===== src/rtl/coffee_vending_fsm_if.sv =====
// -----------------------------------------------------------------------------
// coffee_vending_fsm_if
//
// Purpose:
//   Bundles the coin-acceptor inputs and the dispenser/change-hopper outputs
//   of the coffee vending controller into one connection.
//
// Signals (credit and change in 50-unit steps):
//   in50          coin side -> controller  level, one 50-unit coin per sampled-high edge
//   in100         coin side -> controller  level, one 100-unit coin per sampled-high edge
//   give_coffee   controller -> dispenser  one-cycle dispense pulse
//   change_units  controller -> hopper     change to return, valid with give_coffee
//   credit        controller -> display    accumulated credit
//   cups_served   controller -> display    dispense counter (VEND_CUP_COUNTER_EN only)
//
// Modports:
//   master  coin-acceptor / environment side (drives the coin inputs)
//   slave   vending controller side (drives the dispense outputs)
//
// Optional feature macro: VEND_CUP_COUNTER_EN
// -----------------------------------------------------------------------------
interface coffee_vending_fsm_if #(
    parameter int CW = 4
);
    logic          in50;
    logic          in100;
    logic          give_coffee;
    logic [CW-1:0] change_units;
    logic [CW-1:0] credit;
`ifdef VEND_CUP_COUNTER_EN
    logic [15:0]   cups_served;

    modport master (
        output in50,
        output in100,
        input  give_coffee,
        input  change_units,
        input  credit,
        input  cups_served
    );

    modport slave (
        input  in50,
        input  in100,
        output give_coffee,
        output change_units,
        output credit,
        output cups_served
    );
`else
    modport master (
        output in50,
        output in100,
        input  give_coffee,
        input  change_units,
        input  credit
    );

    modport slave (
        input  in50,
        input  in100,
        output give_coffee,
        output change_units,
        output credit
    );
`endif
endinterface


===== src/rtl/coffee_vending_fsm.sv =====
// -----------------------------------------------------------------------------
// coffee_vending_fsm
//
// Purpose:
//   Coin-operated coffee vending controller. Accumulates 50- and 100-unit
//   coins; when the credit reaches the price it issues a one-cycle dispense
//   pulse together with the change owed, and clears the credit.
//   All outputs come straight from registers.
//
// Parameters:
//   PRICE_UNITS  coffee price in 50-unit steps (legal 2..15, default 3 = 150)
//   CW           width of credit/change counters; must hold PRICE_UNITS+2
//
// Ports:
//   clk    in   system clock, rising edge
//   reset  in   asynchronous active-low reset
//   bus    slave modport of coffee_vending_fsm_if
//            in50, in100                  coin inputs (level, sampled each edge)
//            give_coffee                  one-cycle dispense pulse
//            change_units                 change in 50-unit steps, valid with pulse
//            credit                       accumulated credit
//            cups_served                  dispense counter (optional feature)
//
// Optional feature macro: VEND_CUP_COUNTER_EN
//   Defined     -> 16-bit wrapping cups_served counter, cleared by reset.
//   Not defined -> counter and its port are absent.
// -----------------------------------------------------------------------------
module coffee_vending_fsm #(
    parameter int PRICE_UNITS = 3,
    parameter int CW          = 4
) (
    input  logic                 clk,
    input  logic                 reset,
    coffee_vending_fsm_if.slave  bus
);

    // -------------------------------------------------------------------------
    // Elaboration-time parameter sanity checks
    // -------------------------------------------------------------------------
    generate
        if (PRICE_UNITS < 2 || PRICE_UNITS > 15) begin : g_bad_price
            $error("coffee_vending_fsm: PRICE_UNITS must be in 2..15");
        end
        if ((1 << CW) <= (PRICE_UNITS + 2)) begin : g_bad_cw
            $error("coffee_vending_fsm: CW too narrow to hold PRICE_UNITS+2");
        end
    endgenerate

    // Price at the widths used for comparison (one extra bit) and subtraction.
    localparam logic [CW:0]   L_PRICE_CMP = (CW+1)'(PRICE_UNITS);
    localparam logic [CW-1:0] L_PRICE_SUB = CW'(PRICE_UNITS);

    // -------------------------------------------------------------------------
    // State encoding
    //   ST_EMPTY    no credit held (S0)
    //   ST_PARTIAL  some credit held, below the price (S50, S100, ...)
    //   ST_VEND     the last edge reached the price; give_coffee is this state.
    // The exact credit amount lives in r_credit; the enum tracks the phase.
    // -------------------------------------------------------------------------
    typedef enum logic [1:0] {
        ST_EMPTY   = 2'd0,
        ST_PARTIAL = 2'd1,
        ST_VEND    = 2'd2
    } state_t;

    state_t        r_state;
    state_t        w_state_next;
    logic [CW-1:0] r_credit;
    logic [CW-1:0] w_credit_next;
    logic [CW-1:0] r_change;
    logic [CW-1:0] w_change_next;

    // Coin value this cycle: in50 = 1 step, in100 = 2 steps, both = 3 steps.
    logic [1:0]    w_coin;
    // Credit plus coin, one bit wider so it can never wrap.
    logic [CW:0]   w_sum;
    // Overpayment; at most 2 steps, so CW bits are always enough.
    logic [CW-1:0] w_overpay;
    logic          w_reach_price;

    assign w_coin        = {bus.in100, bus.in50};
    assign w_sum         = {1'b0, r_credit} + {{(CW-1){1'b0}}, w_coin};
    assign w_reach_price = (w_sum >= L_PRICE_CMP);
    assign w_overpay     = w_sum[CW-1:0] - L_PRICE_SUB;

    // -------------------------------------------------------------------------
    // State / datapath registers
    // -------------------------------------------------------------------------
    always_ff @(posedge clk or negedge reset) begin
        if (!reset) begin
            r_state  <= ST_EMPTY;
            r_credit <= '0;
            r_change <= '0;
        end else begin
            r_state  <= w_state_next;
            r_credit <= w_credit_next;
            r_change <= w_change_next;
        end
    end

    // -------------------------------------------------------------------------
    // Next-state and next-output logic
    // Every state behaves the same way with respect to coins: the decision
    // depends only on the running sum, so no branch on r_state is needed.
    // In particular ST_VEND always leaves (credit was cleared when it was
    // entered), which guarantees give_coffee is a one-cycle pulse unless
    // another full price arrives on the very next edge.
    // -------------------------------------------------------------------------
    always_comb begin
        w_state_next  = ST_EMPTY;
        w_credit_next = '0;
        w_change_next = '0;

        if (w_reach_price) begin
            w_state_next  = ST_VEND;
            w_change_next = w_overpay;
        end else if (w_sum != '0) begin
            w_state_next  = ST_PARTIAL;
            w_credit_next = w_sum[CW-1:0];
        end
    end

    // -------------------------------------------------------------------------
    // Outputs (all driven from registers)
    // -------------------------------------------------------------------------
    assign bus.give_coffee  = (r_state == ST_VEND);
    assign bus.change_units = r_change;
    assign bus.credit       = r_credit;

`ifdef VEND_CUP_COUNTER_EN
    // Counts together with the dispense pulse so cups_served already includes
    // the cup whose give_coffee is currently high. Wraps naturally at 16 bits.
    logic [15:0] r_cups_served;

    always_ff @(posedge clk or negedge reset) begin
        if (!reset) begin
            r_cups_served <= '0;
        end else if (w_state_next == ST_VEND) begin
            r_cups_served <= r_cups_served + 16'd1;
        end
    end

    assign bus.cups_served = r_cups_served;
`endif

endmodule


===== src/flat_wrapper.sv =====
// flat-port wrapper written by rule: the top's interface ports become plain ports
module coffee_vending_fsm_flat 
#(
    parameter int PRICE_UNITS = 3,
    parameter int CW          = 4
)
  (clk, reset, bus_in50, bus_in100, bus_give_coffee, bus_change_units, bus_credit);
  coffee_vending_fsm_if #(.CW(CW)) bus_i ();
  input  logic clk;
  input  logic reset;
  input wire logic [$bits(bus_i.in50)-1:0] bus_in50;
  input wire logic [$bits(bus_i.in100)-1:0] bus_in100;
  output wire logic [$bits(bus_i.give_coffee)-1:0] bus_give_coffee;
  output wire logic [$bits(bus_i.change_units)-1:0] bus_change_units;
  output wire logic [$bits(bus_i.credit)-1:0] bus_credit;
  assign bus_i.in50 = bus_in50;
  assign bus_i.in100 = bus_in100;
  assign bus_give_coffee = bus_i.give_coffee;
  assign bus_change_units = bus_i.change_units;
  assign bus_credit = bus_i.credit;
  coffee_vending_fsm #(.PRICE_UNITS(PRICE_UNITS), .CW(CW)) u_core (.clk(clk), .reset(reset), .bus(bus_i));
endmodule

===== config.mk =====
export PLATFORM = sky130hd
export DESIGN_NAME = coffee_vending_fsm_flat
export DESIGN_NICKNAME = d
export VERILOG_FILES = /design/src/rtl/coffee_vending_fsm_if.sv /design/src/rtl/coffee_vending_fsm.sv /design/src/flat_wrapper.sv
export SDC_FILE = /design/constraint.sdc
export NUM_CORES = 1
export LEC_CHECK = 0
export CAP_MARGIN = 10
export CORE_AREA = 4 4 41 43
export CTS_CLUSTER_DIAMETER = 200
export DETAILED_ROUTE_END_ITERATION = 8
export DIE_AREA = 0 0 45 47
export GPL_ROUTABILITY_DRIVEN = 1
export PLACE_DENSITY = 0.68
export RECOVER_POWER = 100
export SLEW_MARGIN = 10
export SYNTH_ARGS = -nofsm -noshare
export SYNTH_HDL_FRONTEND = slang
export SYNTH_SLANG_ARGS = --single-unit

===== constraint.sdc =====
create_clock -name clk -period 6 [get_ports clk]
set_input_delay 1.8 -clock clk [delete_from_list [all_inputs] [get_ports clk]]
set_output_delay 1.8 -clock clk [all_outputs]
set_load 0.05 [all_outputs]

==> results of run 1 <==
-- stage by stage --
stage               utilization, %  setup slack, ps  instances
global route                  53.9             2090         77
CTS                           54.2             2320         77
global placement              51.4             2070         73
floorplan                        -             2610         48
finish                        53.9             2210         77
detailed placement            51.4             2050         73
-- power groups by stage --
stage	clock network, mW	registers, mW	logic [mW]
2_1_floorplan	0	0.103	0.0256
3_3_place_gp	0	0.0800	0.0704
3_5_place_dp	0	0.0802	0.0707
4_1_cts	0.0636	0.0788	0.0712
5_1_grt	0.0667	0.0794	0.0714
6_report	0.0617	0.0784	0.0670
-- cells in the final DEF (no fill, tap or decap) --
cell type	Yosys	final
conb_1	1	2
nand2_1	3	3
clkdlybuf4s50_1	0	1
nand3_1	1	1
o21ai_0	1	1
o22ai_1	1	1
nor2b_4	1	1
o2111ai_1	1	1
mux2i_1	1	1
and4bb_1	0	1
xnor2_1	2	2
ha_1	4	4
nand3_2	1	1
clkbuf_8	0	1
a21oi_1	1	1
clkbuf_4	0	3
nor2b_1	2	2
and2_1	1	1
and3b_1	1	1
a32oi_2	1	1
a21o_1	2	2
dlygate4sd3_1	0	11
inv_1	3	3
and3_1	2	2
nor2_1	3	3
dfrtp_1	10	10
fa_1	1	1
-- per-layer routing --
metal  vias up  routed length, microns  GRT usage (%)
met3         4                      59           3.45
met5         -                       0              0
met1       189                     471           13.5
li1        187                       -              -
met4         0                      45           14.0
met2        12                     423           15.3
-- flip-flops by register name, indices dropped and copies added, names as in the netlist --
signal and flops:
u_core.r_state 2, u_core.bus.credit 4, u_core.bus.change_units 4
-- worst min-delay path by stage --
| stage | start | end | slack (ps) |
|---|---|---|---|
| after floorplan | u_core.bus.credit[2] | u_core.bus.change_units[3] | 940 |
| after detailed placement | u_core.bus.credit[0] | u_core.bus.change_units[0] | 670 |
| after CTS | u_core.bus.credit[0] | u_core.bus.change_units[0] | 690 |
| after global routing | u_core.bus.credit[0] | u_core.bus.change_units[0] | 730 |
| final | u_core.bus.credit[0] | u_core.bus.change_units[0] | 690 |
| after global placement | u_core.bus.credit[0] | u_core.bus.change_units[0] | 660 |
-- final cells by class --
class	instances	area, sq um
clock buffers	4	36.3
well taps	15	18.8
multi-input cells	33	265
repair buffers	12	120
fillers	133	599
flip-flops and latches	10	250
inverters	3	11.3
-- kinds of logic (layout without fill, tap and decap cells) --
family / count (synthesis) / after routing
XOR/XNOR: 2 / 2
AND/OR/NAND/NOR: 16 / 16
AO/OA/AOI/OAI: 7 / 7
buffers and inverters: 5 / 19
adder cells (fa/ha/maj): 5 / 5
flip-flops: 10 / 10
multiplexers: 1 / 1
other: 1 / 2
-- worst reg2reg max path: stages (launching register included) --
cell and delay (ps):
dfrtp_1 380, ha_1 250, fa_1 520, ha_1 280
and3b_1 190, mux2i_1 130, o22ai_1 100, a21o_1 170
==> flow_summary.json, run 1 <==
{
  "status": "finished clean",
  "wl_per_cell_microns": 13.0,
  "crit_end": "u_core.bus.change_units[3]",
  "r2r-end": "u_core.bus.change_units[3]",
  "area.growth.synth_to_final_pct": 29.6,
  "core_sq_um": 1300,
  "grt_pass1_vias": 378,
  "relSlewSlack_pct": 66.1,
  "num_vias": 392,
  "fmax_mhz": 264,
  "path_clk_slew_ps": 70,
  "mappedNetlistArea_sq_um": 542,
  "grt.overflow.total": 0,
  "synth_top_area_share_pct": 46.2,
  "ys_seq_area_share_pct": 46.2,
  "vias_per_cell": 5.09,
  "path_depth": 8,
  "ios": 13,
  "antenna_found_initial": 0,
  "synth_fa_ha_area_share_pct": 12.9,
  "synth_top_flop_cell": "dfrtp_1",
  "drt_wl_total_microns": 999,
  "yosysMostFrequentCell": "dfrtp_1",
  "synth_mux_area_share_pct": 1.85,
  "diodes": 0,
  "drt_iter0_markers": 9,
  "post-dp-hpwl_microns": 716,
  "period_share_pct": 63.2,
  "hold_viol": 0,
  "holdWs_ps": 686,
  "syn_avg_cell_area_sq_um": 11.5,
  "place_area_sq_um": 669,
  "die_h_microns": 47,
  "drc_errors": 0,
  "critPathSlowestCell": "dlygate4sd3_1",
  "p_sw_share_pct": 35.1,
  "combPwrFrac_pct": 32.3,
  "start_util_pct": 41.6,
  "min_delay_path_depth": 2,
  "drv_slew": 0,
  "synth-edff-count": 0,
  "switchingPower_mw": 0.0726,
  "die-area_sq_um": 2120,
  "r2r-start": "u_core.bus.credit[0]",
  "post_cts_buffers": 0,
  "worst-path-buf-inv": 1,
  "holdBufCountCts": 0,
  "grt_pass1_wl_microns": 1580,
  "critical_path.cell_chain": "dlygate4sd3_1 -> ha_1 -> fa_1 -> ha_1 -> and3b_1 -> mux2i_1 -> o22ai_1 -> a21o_1",
  "setup_violations": 0,
  "drt_first_pass_iters": 2,
  "final_cell_area_sq_um": 702,
  "ys_warn_count": 0,
  "worstMarginPinSlew_ps": 506,
  "synth_top_cell_by_area": "dfrtp_1",
  "vdd_ir_drop_max_uv": 148,
  "tritoncts": "built",
  "cp.required_ps": 6160,
  "nets": 72,
  "cts-htree-levels": 1,
  "io_buffer_count": 12,
  "fin_skew_ps": 0.659,
  "clock_sinks": 10,
  "ys_ff_latch": 10,
  "hold_path_class": "flop to flop",
  "power.leakage_nw": 0.346,
  "cpMostUsedCell": "ha_1",
  "slowest_delay_ps": 540,
  "synth-simple-area-share_pct": 19.9,
  "gp_congestion": 0.643,
  "synth_cell_types": 25,
  "cp_max_fo": 4,
  "post-route-min-period_ps": 3790,
  "p_int_mw": 0.134,
  "r2r_cells": 7,
  "worst_setup_path_start_kind": "primary input",
  "rrSetupSlack_ps": 3880,
  "rows": 13,
  "crit_start": "bus_in50",
  "p_total_mw": 0.207,
  "cts_made_buffers": 3,
  "grtUsageTotal_pct": 11.5,
  "synth_top_family_by_area": "simple AND/OR/NAND/NOR gates",
  "synthArstFlopShare_pct": 100,
  "grt_max_degree": 11,
  "post_synth_most_frequent_cells": "dfrtp_1 (10), ha_1 (4), inv_1 (3), nand2_1 (3), nor2_1 (3)",
  "synth_compound_area_share_pct": 10.4,
  "path_delay_family": "adder cells",
  "maxCapViolCount": 0,
  "clkPwrFrac_pct": 29.8,
  "clkLatencyLatePin_ps": 270,
  "ys_top_cells_by_area": "dfrtp_1 (46%), ha_1 (9.2%), fa_1 (3.7%)",
  "clockBufferDepth": 2,
  "rsz0062_at_grt": "no",
  "syn_inst": 47,
  "worst_setup_path_end_kind": "flop",
  "drive_gt1_share_pct": 11.3,
  "seq_power_share_pct": 37.9,
  "tns_ps": 0,
  "cts_resized": 0,
  "antenna_left": 0,
  "synth-xor-area-share_pct": 3.23,
  "root_buffer": "clkbuf_4",
  "die_w_microns": 45,
  "p_per_area_nw_per_um2": 295,
  "cp.arrival_ps": 3960,
  "worstSetupPathType": "primary input to flop"
}
No activity file was read; power rests on OpenSTA's default activity.
==> inputs of run 2 (changes only) <==
==> constraint.sdc (replaced) <==
create_clock -name clk -period 3.79 [get_ports clk]
set_input_delay 1.137 -clock clk [delete_from_list [all_inputs] [get_ports clk]]
set_output_delay 1.137 -clock clk [all_outputs]
set_load 0.05 [all_outputs]
==> run 2 against run 1 <==
Net effect: non-clock buffer count stayed put; clock power grew 17%; core utilization down 1.1 points; critical path type unchanged; highest routed layer unchanged.
==> flow_summary.json, run 2 (synthesis gave the netlist of run 1 again) <==
{
  "status": "finished clean",
  "grt_pass1_vias": 378,
  "tritoncts": "built",
  "holdWs_ps": 674,
  "grt_pass1_wl_microns": 1610,
  "tns_ps": 0,
  "grtUsageTotal_pct": 11.4,
  "die_w_microns": 45,
  "cts_resized": 0,
  "final_cell_area_sq_um": 688,
  "cp.arrival_ps": 3280,
  "p_per_area_nw_per_um2": 440,
  "fin_util_pct": 52.9,
  "vias_per_cell": 4.97,
  "fill_cells": 126,
  "antenna_found_initial": 0,
  "core_sq_um": 1300,
  "relSlewSlack_pct": 66.0,
  "fin_skew_ps": 3.40,
  "diodes": 0,
  "seqCellArea_sq_um": 250,
  "drt_iter0_markers": 1,
  "area.growth.synth_to_final_pct": 27.0,
  "start_util_pct": 41.6,
  "place_area_sq_um": 669,
  "drv_slew": 0,
  "p_total_mw": 0.303,
  "nets": 72,
  "clockBufferDepth": 2,
  "ios": 13,
  "drive_gt1_share_pct": 9.84,
  "maxCapViolCount": 0,
  "drt_wl_total_microns": 973,
  "grt_max_degree": 11,
  "cp_max_fo": 4,
  "place_inst": 73,
  "drt_first_pass_iters": 2,
  "worst_setup_path_end_kind": "flop",
  "pre_cts_slack_ps": 495,
  "rsz0062_at_grt": "no",
  "fmax_mhz": 320,
  "root_buffer": "clkbuf_4",
  "rows": 13,
  "worstMarginPinSlew_ps": 509,
  "final_cell_mix": "dlygate4sd3_1 (11), dfrtp_1 (10), ha_1 (4)",
  "post-route-min-period_ps": 3120,
  "post_cts_buffers": 0,
  "worst_setup_path_start_kind": "primary input",
  "num_vias": 378,
  "cp.required_ps": 3950,
  "drc_errors": 0,
  "hold_viol": 0,
  "period_share_pct": 82.4,
  "die-area_sq_um": 2120,
  "gp_congestion": 0.655,
  "multi_input_comb_area_sq_um": 265,
  "post-dp-hpwl_microns": 754,
  "cts-htree-levels": 1,
  "clock_sinks": 10,
  "io_buffer_count": 12,
  "antenna_left": 0,
  "path_clk_slew_ps": 60,
  "final_common_cell": "dlygate4sd3_1",
  "setup_violations": 0,
  "wl_per_cell_microns": 12.8,
  "power.leakage_nw": 0.339,
  "stdcell_count": 76,
  "vdd_ir_drop_max_uv": 256,
  "grt.overflow.total": 0,
  "cts_made_buffers": 3,
  "hold_path_class": "flop to flop",
  "fin_ws_ps": 665,
  "holdBufCountCts": 0,
  "die_h_microns": 47,
  "clkLatencyLatePin_ps": 260,
  "worstSetupPathType": "primary input to flop"
}
==> run 2: cell count changes in the layout (fill, tap and decap cells not counted) <==
| cell | before | now |
|---|---|---|
| clkbuf_8 | 1 | 0 |
==> run 2: critical path, stage by stage <==
cell and delay, ps:
dlygate4sd3_1 540, ha_1 240, fa_1 510, ha_1 280
and3b_1 190, mux2i_1 120, o22ai_1 100, a21o_1 160
==> run 2: metal layers <==
metal	track usage, %	part of all wire, %	up-vias
met3	3.83	5.5	4
met5	0	0	-
met1	12.9	45	178
li1	-	-	185
met2	16.9	45	11
met4	10.5	3.6	0
==> run 2: final timing paths <==
kind	cells past startpoint	slack, ps	to	startpoint
setup / recovery	8	670	u_core.bus.change_units[3]	bus_in50
hold / removal	2	670	u_core.bus.change_units[0]	u_core.bus.credit[0]
setup reg to reg	7	1690	u_core.bus.change_units[3]	u_core.bus.credit[0]
hold reg to reg	2	670	u_core.bus.change_units[0]	u_core.bus.credit[0]
max in group asynchronous	1	2230	u_core.bus.credit[2]	reset
min in group asynchronous	1	1250	u_core.bus.credit[0]	reset
==> run 2: final cells by class <==
cell class | count | area share (%)
multi-input cells | 33 | 38.5
flip-flops and latches | 10 | 36.4
repair buffers | 12 | 17.5
clock buffers | 3 | 3.27
well taps | 15 | 2.73
inverters | 3 | 1.64
==> run 2: power by group <==
group          leakage [nW]  internal (mW)  switching, mW
combinational         0.203         0.0358         0.0702
clock                0.0138         0.0367         0.0357
sequential            0.122          0.119        0.00594
total                 0.339          0.191          0.112
==> inputs of run 3 (changes only) <==
--- a/config.mk
+++ b/config.mk
@@ -6,12 +6,12 @@
 export NUM_CORES = 1
 export LEC_CHECK = 0
 export CAP_MARGIN = 10
-export CORE_AREA = 4 4 41 43
+export CORE_MARGIN = 4
+export CORE_UTILIZATION = 41
 export CTS_CLUSTER_DIAMETER = 200
 export DETAILED_ROUTE_END_ITERATION = 8
-export DIE_AREA = 0 0 45 47
 export GPL_ROUTABILITY_DRIVEN = 1
-export PLACE_DENSITY = 0.68
+export PLACE_DENSITY = 0.71
 export RECOVER_POWER = 100
 export SLEW_MARGIN = 10
 export SYNTH_ARGS = -nofsm -noshare
==> constraint.sdc (replaced) <==
create_clock -name clk -period 2.7 [get_ports clk]
set_input_delay 0.81 -clock clk [delete_from_list [all_inputs] [get_ports clk]]
set_output_delay 0.81 -clock clk [all_outputs]
set_load 0.05 [all_outputs]
==> run 3 against run 2 <==
Net effect: first-iteration DRC count rose to 3.0 times the previous value; sequential share of layout area down 2.5 points; global-route usage is 1.1 points higher; register-to-register slack lost 1000 ps; core utilization up 10 points; power rose by 55%; combinational power up 49%; clock skew fell by 1.9 ps; clock power rose by 88%; cell count is 6.6% higher; highest routed layer unchanged; final area up 7.3%.
==> flow_summary.json, run 3 (synthesis gave the netlist of run 1 again) <==
{
  "status": "finished clean",
  "clockBufferDepth": 2,
  "p_int_mw": 0.306,
  "antenna_found_initial": 0,
  "r2r_cells": 7,
  "seq_power_share_pct": 37.2,
  "tritoncts": "built",
  "start_util_pct": 46.3,
  "grt.overflow.total": 0,
  "worstMarginPinSlew_ps": 508,
  "critPathSlowestCell": "fa_1",
  "hold_path_class": "flop to flop",
  "drt_first_pass_iters": 4,
  "grt_pass1_vias": 409,
  "drive_gt1_share_pct": 17.9,
  "relSlewSlack_pct": 66.0,
  "critical_path.cell_chain": "clkdlybuf4s50_1 -> ha_1 -> fa_1 -> clkbuf_4 -> nand2_1 -> buf_4 -> and4bb_1 -> and3_1",
  "path_depth": 8,
  "worst-path-buf-inv": 3,
  "worst_setup_path_end_kind": "flop",
  "vdd_ir_drop_max_uv": 331,
  "drt_iter0_markers": 3,
  "rsz0062_at_grt": "no",
  "die-area_sq_um": 1970,
  "pre_cts_slack_ps": -150,
  "diodes": 0,
  "final_cell_mix": "dlygate4sd3_1 (10), dfrtp_1 (10), clkbuf_4 (5)",
  "p_per_area_nw_per_um2": 635,
  "cts-htree-levels": 1,
  "fin_skew_ps": 1.49,
  "place_inst": 77,
  "cp.required_ps": 2860,
  "clkLatencyLatePin_ps": 270,
  "worstSetupPathType": "primary input to flop",
  "path_delay_family": "adder cells",
  "ios": 13,
  "die_h_microns": 44.4,
  "post_cts_buffers": 0,
  "fin_util_pct": 63.0,
  "slowest_delay_ps": 540,
  "min_delay_path_depth": 2,
  "core_sq_um": 1170,
  "drv_slew": 0,
  "combPwrFrac_pct": 33.7,
  "fin_ws_ps": 81.3,
  "clock_sinks": 10,
  "cp.arrival_ps": 2780,
  "grt_max_degree": 11,
  "io_buffer_count": 12,
  "wl_per_cell_microns": 12.2,
  "nets": 77,
  "place_area_sq_um": 706,
  "fmax_mhz": 382,
  "grt_pass1_wl_microns": 1700,
  "cts_made_buffers": 3,
  "rows": 12,
  "cp_max_fo": 7,
  "stdcell_count": 81,
  "p_sw_share_pct": 34.7,
  "area.growth.synth_to_final_pct": 36.3,
  "drc_errors": 0,
  "hold_viol": 0,
  "drt_wl_total_microns": 992,
  "final_cell_area_sq_um": 738,
  "post-route-min-period_ps": 2620,
  "setup_violations": 0,
  "worst_setup_path_start_kind": "primary input",
  "period_share_pct": 97.0,
  "cts_resized": 0,
  "die_w_microns": 44.4,
  "clkPwrFrac_pct": 29.1,
  "gp_congestion": 0.785,
  "holdBufCountCts": 0,
  "vias_per_cell": 4.91,
  "root_buffer": "clkbuf_4",
  "num_vias": 398,
  "maxCapViolCount": 0,
  "power.leakage_nw": 0.370,
  "grtUsageTotal_pct": 12.5,
  "switchingPower_mw": 0.163,
  "post-dp-hpwl_microns": 727,
  "antenna_left": 0,
  "tns_ps": 0,
  "path_clk_slew_ps": 70
}
[run 3: cell count changes in the layout (fill, tap and decap cells not counted), sizes merged]
cell	previous run	this run
buf	0	3
clkbuf	3	6
clkdlybuf4s50	1	2
dlygate4sd3	11	10
[run 3: final timing paths]
check                                     startpoint                    endpoint  slack, ps
worst max register to register  u_core.bus.credit[0]        u_core.bus.credit[1]        640
worst max-delay path                        bus_in50        u_core.bus.credit[1]         80
min in group asynchronous                      reset           u_core.r_state[0]        920
worst min-delay path            u_core.bus.credit[0]  u_core.bus.change_units[0]        680
max in group asynchronous                      reset  u_core.bus.change_units[1]       1480
worst min register to register  u_core.bus.credit[0]  u_core.bus.change_units[0]        680
[run 3: layer usage]
layer | GRT usage [%] | vias to the layer above | part of all wire (%)
met3 | 4.07 | 5 | 5.8
met5 | 0 | - | 0
met1 | 15.0 | 185 | 46
li1 | - | 197 | -
met4 | 10.8 | 0 | 3.8
met2 | 17.7 | 11 | 44
[run 3: metrics by stage]
step | hold WS [ps] | power [mW]
CTS | 687 | 0.484
detailed placement | 677 | 0.344
global placement | 655 | 0.343
floorplan | 514 | 0.285
global route | 737 | 0.496
finish | 681 | 0.469
[run 3: worst min-delay path, cell delays in order (launching register included)]
cell	delay, ps
dfrtp_1	340
ha_1	220
nor2_1	70
[run 3: layout make-up]
type | instances | area, sq um
Inverter | 3 | 11.3
Timing Repair Buffer | 17 | 158
Clock buffer | 4 | 36.3
Multi-Input combinational cell | 33 | 265
Fill cell | 99 | 433
Tap cell | 14 | 17.5
Sequential cell | 10 | 250
[run 3: power groups by stage]
| stage | sequential [mW] | combinational, mW | clock, mW |
|---|---|---|---|
| after detailed placement | 0.178 | 0.166 | 0 |
| after floorplan | 0.228 | 0.0570 | 0 |
| after global routing | 0.176 | 0.168 | 0.151 |
| final | 0.174 | 0.158 | 0.136 |
| after CTS | 0.175 | 0.167 | 0.142 |
| after global placement | 0.178 | 0.165 | 0 |
